==> src/rtl/enc_pkg.sv <==
// enc_pkg: shared widths, types and helpers for the 4-to-2 encoder slice.
//   ENC_IN_W / ENC_OUT_W : request vector and index widths
//   enc_in_t / enc_out_t : request vector and encoded index types
//   enc_popcount4        : number of set request lines (used by the
//                          ENCODER_ONEHOT_CHECK_EN multi-hot detector)
package enc_pkg;

  localparam int unsigned ENC_IN_W  = 4;
  localparam int unsigned ENC_OUT_W = 2;

  typedef logic [ENC_IN_W-1:0]  enc_in_t;
  typedef logic [ENC_OUT_W-1:0] enc_out_t;

  function automatic logic [2:0] enc_popcount4(input enc_in_t v);
    logic [2:0] cnt;
    cnt = '0;
    for (int unsigned i = 0; i < ENC_IN_W; i++) begin
      cnt = cnt + {2'b00, v[i]};
    end
    return cnt;
  endfunction

endpackage

==> src/rtl/enc_prio_core.sv <==
// enc_prio_core: combinational priority resolver for a 4-bit request vector.
// Parameters:
//   HIGH_PRIO : 1 = highest set line wins, 0 = lowest set line wins
// Ports:
//   i_req : request vector, bit i set means line i is requesting
//   o_idx : index of the winning line (00 when no line is set)
//   o_any : at least one line is set
module enc_prio_core
  import enc_pkg::*;
#(
  parameter bit HIGH_PRIO = 1'b1
) (
  input  enc_in_t  i_req,
  output enc_out_t o_idx,
  output logic     o_any
);

  enc_out_t w_idx;

  // Scan in the direction opposite to priority so the winning line is the
  // last one to overwrite w_idx.
  always_comb begin
    w_idx = '0;
    if (HIGH_PRIO) begin
      for (int unsigned i = 0; i < ENC_IN_W; i++) begin
        if (i_req[i]) w_idx = enc_out_t'(i);
      end
    end else begin
      for (int unsigned i = ENC_IN_W; i > 0; i--) begin
        if (i_req[i-1]) w_idx = enc_out_t'(i - 1);
      end
    end
  end

  assign o_idx = w_idx;
  assign o_any = |i_req;

endmodule

==> src/rtl/encoder_4to2.sv <==
// encoder_4to2: registered 4-to-2 priority encoder with valid flag.
// Parameters:
//   HIGH_PRIO : 1 = highest set bit wins, 0 = lowest set bit wins
//   RST_OUT   : value loaded into out on reset
// Ports:
//   clk   : clock, all state on rising edge
//   rst   : synchronous active-high reset (priority over en)
//   en    : capture enable; outputs hold while low
//   in    : 4-bit request vector
//   out   : registered index of the winning line
//   valid : registered "captured in was nonzero"
//   multi : registered "captured in had >= 2 bits set"
//           (only when ENCODER_ONEHOT_CHECK_EN is defined)
// Optional feature macro: ENCODER_ONEHOT_CHECK_EN
module encoder_4to2
  import enc_pkg::*;
#(
  parameter bit       HIGH_PRIO = 1'b1,
  parameter enc_out_t RST_OUT   = 2'b00
) (
  input  logic     clk,
  input  logic     rst,
  input  logic     en,
  input  enc_in_t  in,
  output enc_out_t out,
  output logic     valid
`ifdef ENCODER_ONEHOT_CHECK_EN
  ,
  output logic     multi
`endif
);

  enc_out_t w_idx;
  logic     w_any;
  enc_out_t r_out;
  logic     r_valid;

  enc_prio_core #(
    .HIGH_PRIO(HIGH_PRIO)
  ) u_core (
    .i_req(in),
    .o_idx(w_idx),
    .o_any(w_any)
  );

  always_ff @(posedge clk) begin
    if (rst) begin
      r_out   <= RST_OUT;
      r_valid <= 1'b0;
    end else if (en) begin
      r_out   <= w_idx;
      r_valid <= w_any;
    end
  end

  assign out   = r_out;
  assign valid = r_valid;

`ifdef ENCODER_ONEHOT_CHECK_EN
  logic w_multi;
  logic r_multi;

  assign w_multi = (enc_popcount4(in) >= 3'd2);

  always_ff @(posedge clk) begin
    if (rst) begin
      r_multi <= 1'b0;
    end else if (en) begin
      r_multi <= w_multi;
    end
  end

  assign multi = r_multi;

`ifndef SYNTHESIS
  // Multi-hot requests are legal (resolved by priority) but worth flagging.
  always_ff @(posedge clk) begin
    if (!rst && en) begin
      assert (!w_multi)
        else $warning("encoder_4to2: multi-hot capture in=%b", in);
    end
  end
`endif
`endif

endmodule

==> config.mk <==
export PLATFORM = sky130hd
export DESIGN_NAME = encoder_4to2
export DESIGN_NICKNAME = d
export VERILOG_FILES = /design/src/rtl/enc_pkg.sv /design/src/rtl/enc_prio_core.sv /design/src/rtl/encoder_4to2.sv
export SDC_FILE = /design/constraint.sdc
export NUM_CORES = 1
export LEC_CHECK = 0
export ABC_AREA = 1
export CAP_MARGIN = 15
export CORE_AREA = 2 2 39 41
export CTS_CLUSTER_SIZE = 40
export DETAILED_ROUTE_END_ITERATION = 6
export DIE_AREA = 0 0 41 43
export RECOVER_POWER = 100
export SETUP_SLACK_MARGIN = 0.15
export SLEW_MARGIN = 20
export SYNTH_ARGS = -nofsm -noshare
export SYNTH_HDL_FRONTEND = slang
export SYNTH_SLANG_ARGS = --single-unit
==> constraint.sdc <==
create_clock -name clk -period 0.8 [get_ports clk]
set_input_delay 0.12 -clock clk [delete_from_list [all_inputs] [get_ports clk]]
set_output_delay 0.12 -clock clk [all_outputs]
set_load 0.02 [all_outputs]
* Yosys cells after proc, flatten, opt, wreduce, memory -nomap -nowiden
Index checks and enable logic that the tools add are counted.
** Storage, ports and cells
- Bits of input ports :: 7
- Output and inout port bits :: 3
- Logic and storage cells :: 6
- Register bits :: 3
** Cells by class
- Multiplexer cells :: 3
- Reduce and logical (&&, ||, !) cells :: 1
** Operators with widths (number)
- $mux W2 :: 2
- $reduce_or A4 Y1 :: 1
- $mux W1 :: 1

* Depth between registers and ports, before layout
Gate-level depths: netlist (run 1).
- Depth in word-level cells :: 3
- Gate-level depth with buffers :: 4

* Hierarchy
A second synthesis (run 1) with hierarchy kept.
** Second synthesis, totals
- Cells, all modules :: 27
- Area, all modules :: 152.6 µm²
** Modules (own cells, without submodules)
- encoder_4to2 :: sequential area each 60.1 µm², instances 1, area each 120.1 µm², cells an instance 19
- enc_prio_core :: sequential area each 0.0 µm², instances 1, area each 32.5 µm², cells an instance 8

* Worst setup path after synthesis (run 1)
Ideal clock, no wire load.
- Path kind :: reg2reg
- From :: reg, netlist name out[1]
- To :: reg r_out[1] (netlist: out[1])
- Path buffers :: 0
- Slack :: 108 ps
- Cell stages (with the launch flop) :: 3
- Library setup time :: 70 ps
- Required time :: 730 ps
- Arrival :: 622 ps
- Clock period less this slack :: 692 ps
- Cell sequence :: dfxtp_1 o21ai_0 a21oi_1
** RTL lines
- end signal: assignment :: line encoder_4to2.sv:51 : r_out <= w_idx;
- end: declaration :: line encoder_4to2.sv:35 : enc_out_t r_out;

* Worst setup path after layout (run 1)
- From :: reg r_out[0] (netlist: out[0])
- To :: out out[0]
** RTL lines
- end: declaration :: line encoder_4to2.sv:25 : output enc_out_t out,
No word-level cell between the ends.

==> results of run 1 <==
synth_stat cells (all sizes together):
master,count
a21oi,2
o21ai,2
dfxtp,3
nor2,5
nand3,1
inv,4
nand2,2
worst paths after layout:
| check | end | slack (ns) | cells after the start |
|---|---|---|---|
| hold / removal | valid$_SDFFE_PP0P_ | 0.28 | 4 |
| setup / recovery | out[0] | 0.001 | 1 |
| hold reg to reg | out[0]$_SDFFE_PP0P_ | 0.53 | 2 |
| setup reg to reg | valid$_SDFFE_PP0P_ | 0.05 | 5 |
final cells by class:
type / instances / area share
timing repair buffer: 10 / 0.349
sequential: 3 / 0.233
multi-input combinational: 12 / 0.191
clock buffer: 4 / 0.0977
tap: 16 / 0.0744
inverter: 4 / 0.0558
power breakdown:
group / switching, mW / internal, mW
Sequential: 0.00784 / 0.164
Combinational: 0.0400 / 0.0488
Clock: 0.0732 / 0.187
Total: 0.121 / 0.399
metal layers:
metal  up-vias  share of wire  global-route usage
met3         0           0.14              0.0524
li1         88              -                   -
met4         0              0              0.0800
met1        74           0.36              0.0288
met5         -              0                   0
met2         6           0.49              0.0781
sequential cells by signal (all words and copies together) (netlist names):
| name | count |
|---|---|
| valid | 1 |
| out | 2 |
per-stage QoR:
step / power (mW) / utilization / cells / setup TNS [ns] / hold WS, ns
3_3_place_gp: 0.266 / 0.174 / 44 / -1.26 / 0.528
3_5_place_dp: 0.266 / 0.174 / 44 / -1.24 / 0.520
6_report: 0.520 / 0.194 / 49 / 0 / 0.277
5_1_grt: 0.565 / 0.194 / 49 / -0.0811 / 0.286
2_1_floorplan: 0.205 / - / 19 / 0 / 0.202
4_1_cts: 0.537 / 0.190 / 48 / -0.00871 / 0.268
what timing repair did:
item | 4_1_cts | 5_1_grt
cloned | 0 | 0
endpoints found under the setup margin | 6 | 5
resized for setup | 24 | 2
buffers inserted | 0 | 1
pin swaps | 4 | 0
hold buffers | 0 | 0
cell families (layout without fill, tap and decap cells):
kind of cell,after synthesis,in the layout,synth area share
and+or+nand+nor,8,8,0.248
AOI/OAI and AO/OA,4,4,0.158
buffers and inverters,4,18,0.119
DFF,3,3,0.475
==> summary.md, run 1 <==
| Metric | Value |
|---|---|
| Status | `completed` |
| RSZ-0062 raised after global routing | `true` |
| CP max stage delay | `0.33 ns` |
| GPL Wtd Cong | `0.513` |
| Slowest-stage cell, CP | `dfxtp_1` |
| Vias | `168` |
| Final Skew | `0 ns` |
| CP Class | `flop to output pin` |
| Worst setup startpoint | `out[0]$_SDFFE_PP0P_` |
| Global-route wire length before repair | `565 um` |
| Critical Path AT | `0.68 ns` |
| Root Driver | `clkbuf_4` |
| YS warnings | `0` |
| Final WL | `376 um` |
| Hold Path Origin | `rst` |
| Post-Syn Nets | `26` |
| Fmax | `1250 MHz` |
| Max cap viols | `0` |
| Die Wd | `41 um` |
| Port Buffers | `9` |
| Leading area contributor after synthesis | `dfxtp_1` |
| CP bufs+invs | `1` |
| Avg Cell Area, Syn | `6.65 um2` |
| Top post-synthesis cells by area | `dfxtp_1, nor2_1, inv_1` |
| Vias per Instance | `3.43` |
| Hold/Removal Path Class | `input port to flop` |
| TritonRoute pass-1 iters | `2` |
| Fin nets | `41` |
| Synth Instances | `19` |
| Largest net degree at the start of global routing | `7` |
| Setup crit end kind | `output pin` |
| Dpl cell area | `240 um2` |
| Multi-input logic area | `51.3 um2` |
| Worst-path cell chain | `buf_6` |
| Seq/Total Area, Yosys | `0.475` |
| Pwr Density | `1930 nW/um2` |
| CTS Buffer Depth | `2` |
| Die height | `43 um` |
| Final hold vios | `0` |
| DR iter-0 viols | `2` |
| GR Overflow Total | `0` |
| # diodes | `0` |
| WL/cell | `7.67 um` |
| Peak supply drop | `0.411 mV` |
| WP data required | `0.68 ns` |
| Core region area | `1380 um2` |
| Gr usage total | `0.0562` |
| Register area | `62.6 um2` |
| Worst-Margin Slew | `0.166 ns` |
| Worst-skew pair later-pin latency | `0.23 ns` |
| Leakage Power | `0.139 nW` |
| Die ar. | `1760 um2` |
| DR DRC count | `0` |
| Min Clock Period, post-route | `0.799 ns` |
| Total CTS buffers | `3` |
| Fin area | `269 um2` |
| Crit path launch type | `flop` |
| FILL cells | `170` |
| Setup-failing EPs final | `0` |
| Rows | `14` |
| Final WS setup | `0.00133 ns` |
| Commonest non-fill, non-tap cell in the layout | `dlygate4sd2_1` |
| Initial core utilization | `0.0913` |
| Clock slew at reported path FFs | `0.04 ns` |
| Pins over their slew limit | `0` |
| Max transition margin | `0.889` |
| Sink Count | `3` |
| Final ANT Viol Nets | `0` |
| Final Cycle Share | `0.998` |
| Yosys cell types | `7` |
| Vias in the first global route | `170` |
| Cell family with most CP delay | `flip-flops` |
| Post-synth top area share | `0.475` |
| #FFs+latches synth | `3` |
| Post-DP HPWL | `289 um` |
| Most frequent cells in the layout | `dlygate4sd2_1, nor2_1, inv_1` |
| Io pins | `10` |
| Area delta synth->final | `113%` |
| Crit Path Max Fanout | `2` |
| RR Startpoint | `valid$_SDFFE_PP0P_` |
| Setup Slack @ Placement | `-0.229 ns` |
| CTS tree | `built` |
| Layout cell share with drive strength beyond 1 | `0.273` |
| Post-Syn Area | `126 um2` |
| Initial antenna violation count | `0` |
| H-tree levels | `1` |
(Power assumes the default switching activity.)
==> run 2: changes to the inputs <==
CELL_PAD_IN_SITES_DETAIL_PLACEMENT = 1   (was not set)
CELL_PAD_IN_SITES_GLOBAL_PLACEMENT = 1   (was not set)
PLACE_DENSITY_LB_ADDON = 0.1   (was not set)
==> summary.md, run 2 (synthesis gave the netlist of run 1 again) <==
| Metric | Value |
|---|---|
| RR Startpoint | `out[1]$_SDFFE_PP0P_ (was valid$_SDFFE_PP0P_)` |
| Area delta synth->final | `110% (was 113%)` |
| WL/cell | `7.96 um (was 7.67 um)` |
| FF-to-FF End | `out[1]$_SDFFE_PP0P_ (was valid$_SDFFE_PP0P_)` |
| CP max stage delay | `0.31 ns (was 0.33 ns)` |
| Die ar. | `1760 um2 (unchanged)` |
| Final WS setup | `0.0198 ns (was 0.00133 ns)` |
| Hold Path Origin | `rst (unchanged)` |
| Number of flip-flops in the largest register | `2 (unchanged)` |
| Io pins | `10 (unchanged)` |
| Peak supply drop | `0.593 mV (was 0.411 mV)` |
| Critical Path Stages | `1 (unchanged)` |
| Final Skew | `0 ns (unchanged)` |
| Worst-Margin Slew | `0.186 ns (was 0.166 ns)` |
| Hold/Removal Path Class | `input port to flop (unchanged)` |
| Largest net degree at the start of global routing | `7 (unchanged)` |
| Dpl cell area | `240 um2 (unchanged)` |
| Die Wd | `41 um (unchanged)` |
| Port Buffers | `9 (unchanged)` |
| CTS Buffer Depth | `2 (unchanged)` |
| Util after Layout | `0.192 (was 0.194)` |
| Slowest-stage cell, CP | `dfxtp_2 (was dfxtp_1)` |
| Sink Count | `3 (unchanged)` |
| R2R Setup Slk | `0.16 ns (was 0.05 ns)` |
| Total CTS buffers | `3 (unchanged)` |
| Vias in the first global route | `166 (was 170)` |
| Setup-failing EPs final | `0 (unchanged)` |
| Most frequent cells in the layout | `dlygate4sd2_1, nor2_1, inv_1 (unchanged)` |
| Worst-skew pair later-pin latency | `0.23 ns (about the same)` |
| Final ANT Viol Nets | `0 (unchanged)` |
| Clock slew at reported path FFs | `0.03 ns (was 0.04 ns)` |
| # diodes | `0 (unchanged)` |
| Finished Layout Cells | `48 (was 49)` |
| H-tree levels | `1 (unchanged)` |
| Rows | `14 (unchanged)` |
| Hold depth | `4 (unchanged)` |
| Fmax | `1280 MHz (was 1250 MHz)` |
| Fin area | `265 um2 (was 269 um2)` |
| DR DRC count | `0 (unchanged)` |
| Reg2reg path depth | `2 (was 5)` |
| Crit Path Max Fanout | `2 (unchanged)` |
| Max transition margin | `0.876 (was 0.889)` |
| FILL cells | `177 (was 170)` |
| Crit path launch type | `flop (unchanged)` |
| Min Clock Period, post-route | `0.780 ns (was 0.799 ns)` |
| Cell family with most CP delay | `flip-flops (unchanged)` |
| Fin nets | `40 (was 41)` |
| TritonRoute pass-1 iters | `2 (unchanged)` |
| WHS Endpoint | `valid$_SDFFE_PP0P_ (unchanged)` |
| Pins over their slew limit | `0 (unchanged)` |
| Leakage Power | `0.134 nW (was 0.139 nW)` |
| Vias | `156 (was 168)` |
| Initial antenna violation count | `0 (unchanged)` |
| Worst-path cell chain | `buf_6 (unchanged)` |
| Pwr Density | `1940 nW/um2 (was 1930 nW/um2)` |
| Global-route wire length before repair | `627 um (was 565 um)` |
| Setup Slack @ Placement | `-0.228 ns (was -0.229 ns)` |
| Register area | `63.8 um2 (was 62.6 um2)` |
| Die height | `43 um (unchanged)` |
| Gr usage total | `0.0591 (was 0.0562)` |
| Multi-input logic area | `53.8 um2 (was 51.3 um2)` |
| Initial core utilization | `0.0913 (unchanged)` |
| CP Class | `flop to output pin (unchanged)` |
| RSZ-0062 raised after global routing | `true (unchanged)` |
| WP data required | `0.68 ns (about the same)` |
| Root Driver | `clkbuf_4 (unchanged)` |
| Inst Count DP | `44 (unchanged)` |
| Min Hold Slack | `0.273 ns (was 0.277 ns)` |
| GR Overflow Total | `0 (unchanged)` |
| DR iter-0 viols | `2 (unchanged)` |
| # hold bufs at CTS | `0 (unchanged)` |
| Final WL | `382 um (was 376 um)` |
| Final hold vios | `0 (unchanged)` |
| Vias per Instance | `3.25 (was 3.43)` |
| Core region area | `1380 um2 (unchanged)` |
| GPL Wtd Cong | `0.566 (was 0.513)` |
| Commonest non-fill, non-tap cell in the layout | `dlygate4sd2_1 (unchanged)` |
| Number of post-CTS setup repair buffers | `0 (unchanged)` |
| Layout cell share with drive strength beyond 1 | `0.313 (was 0.273)` |
| Max cap viols | `0 (unchanged)` |
| CTS tree | `built (unchanged)` |
| Status | `completed (unchanged)` |
| Final Cycle Share | `0.975 (was 0.998)` |
| Critical Path AT | `0.66 ns (was 0.68 ns)` |
| Setup crit end kind | `output pin (unchanged)` |
| CP bufs+invs | `1 (unchanged)` |
| Post-DP HPWL | `313 um (was 289 um)` |
run 2: changes by cell type in the layout (fill, tap and decap cells not counted):
cell	change
buf_4	-1
dfxtp_1	-1
dfxtp_2	+1
nor2_1	-1
nor2_2	+1
o21ai_0	-1
o21ai_1	+1
run 2: layout make-up:
type                            instances  area share
Clock buffer                            4      0.0991
Inverter                                4      0.0566
Multi-Input combinational cell         12       0.203
Sequential cell                         3       0.241
Tap cell                               16      0.0755
Timing Repair Buffer                    9       0.325
run 2: layer usage:
| layer | GRT usage | share of wire | wire length [um] | vias to the layer above |
|---|---|---|---|---|
| met1 | 0.0575 | 0.41 | 156 | 63 |
| met5 | 0 | 0 | 0 | - |
| met3 | 0.0419 | 0.15 | 57 | 2 |
| li1 | - | - | - | 85 |
| met2 | 0.0656 | 0.42 | 159 | 6 |
| met4 | 0.0800 | 0.026 | 10 | 0 |
run 2: power by group:
part	switching [mW]	internal (mW)	total (mW)
clock network	0.0699	0.186	0.256
logic	0.0411	0.0456	0.0867
registers	0.00689	0.164	0.171
run 2: worst max-delay path by stage:
stage / startpoint / end / slack (ns)
2_1_floorplan: out[1]$_SDFFE_PP0P_ / out[1]$_SDFFE_PP0P_ / 0.15
3_3_place_gp: en / out[0]$_SDFFE_PP0P_ / -0.23
3_5_place_dp: en / out[0]$_SDFFE_PP0P_ / -0.23
4_1_cts: valid$_SDFFE_PP0P_ / valid / 0.005
5_1_grt: valid$_SDFFE_PP0P_ / valid / -0.01
6_report: valid$_SDFFE_PP0P_ / valid / 0.02
run 2: timing repair:
item                                   CTS  global route
resized for setup                       25             2
setup endpoints to repair                6             6
endpoints found under the hold margin    0             0
pin swaps                                4             0
run 2: metrics by stage:
step / power (mW) / TNS [ns]
after floorplan: 0.205 / 0
after global placement: 0.267 / -1.30
after detailed placement: 0.266 / -1.29
after CTS: 0.534 / 0
after global routing: 0.554 / -0.0170
final: 0.514 / 0
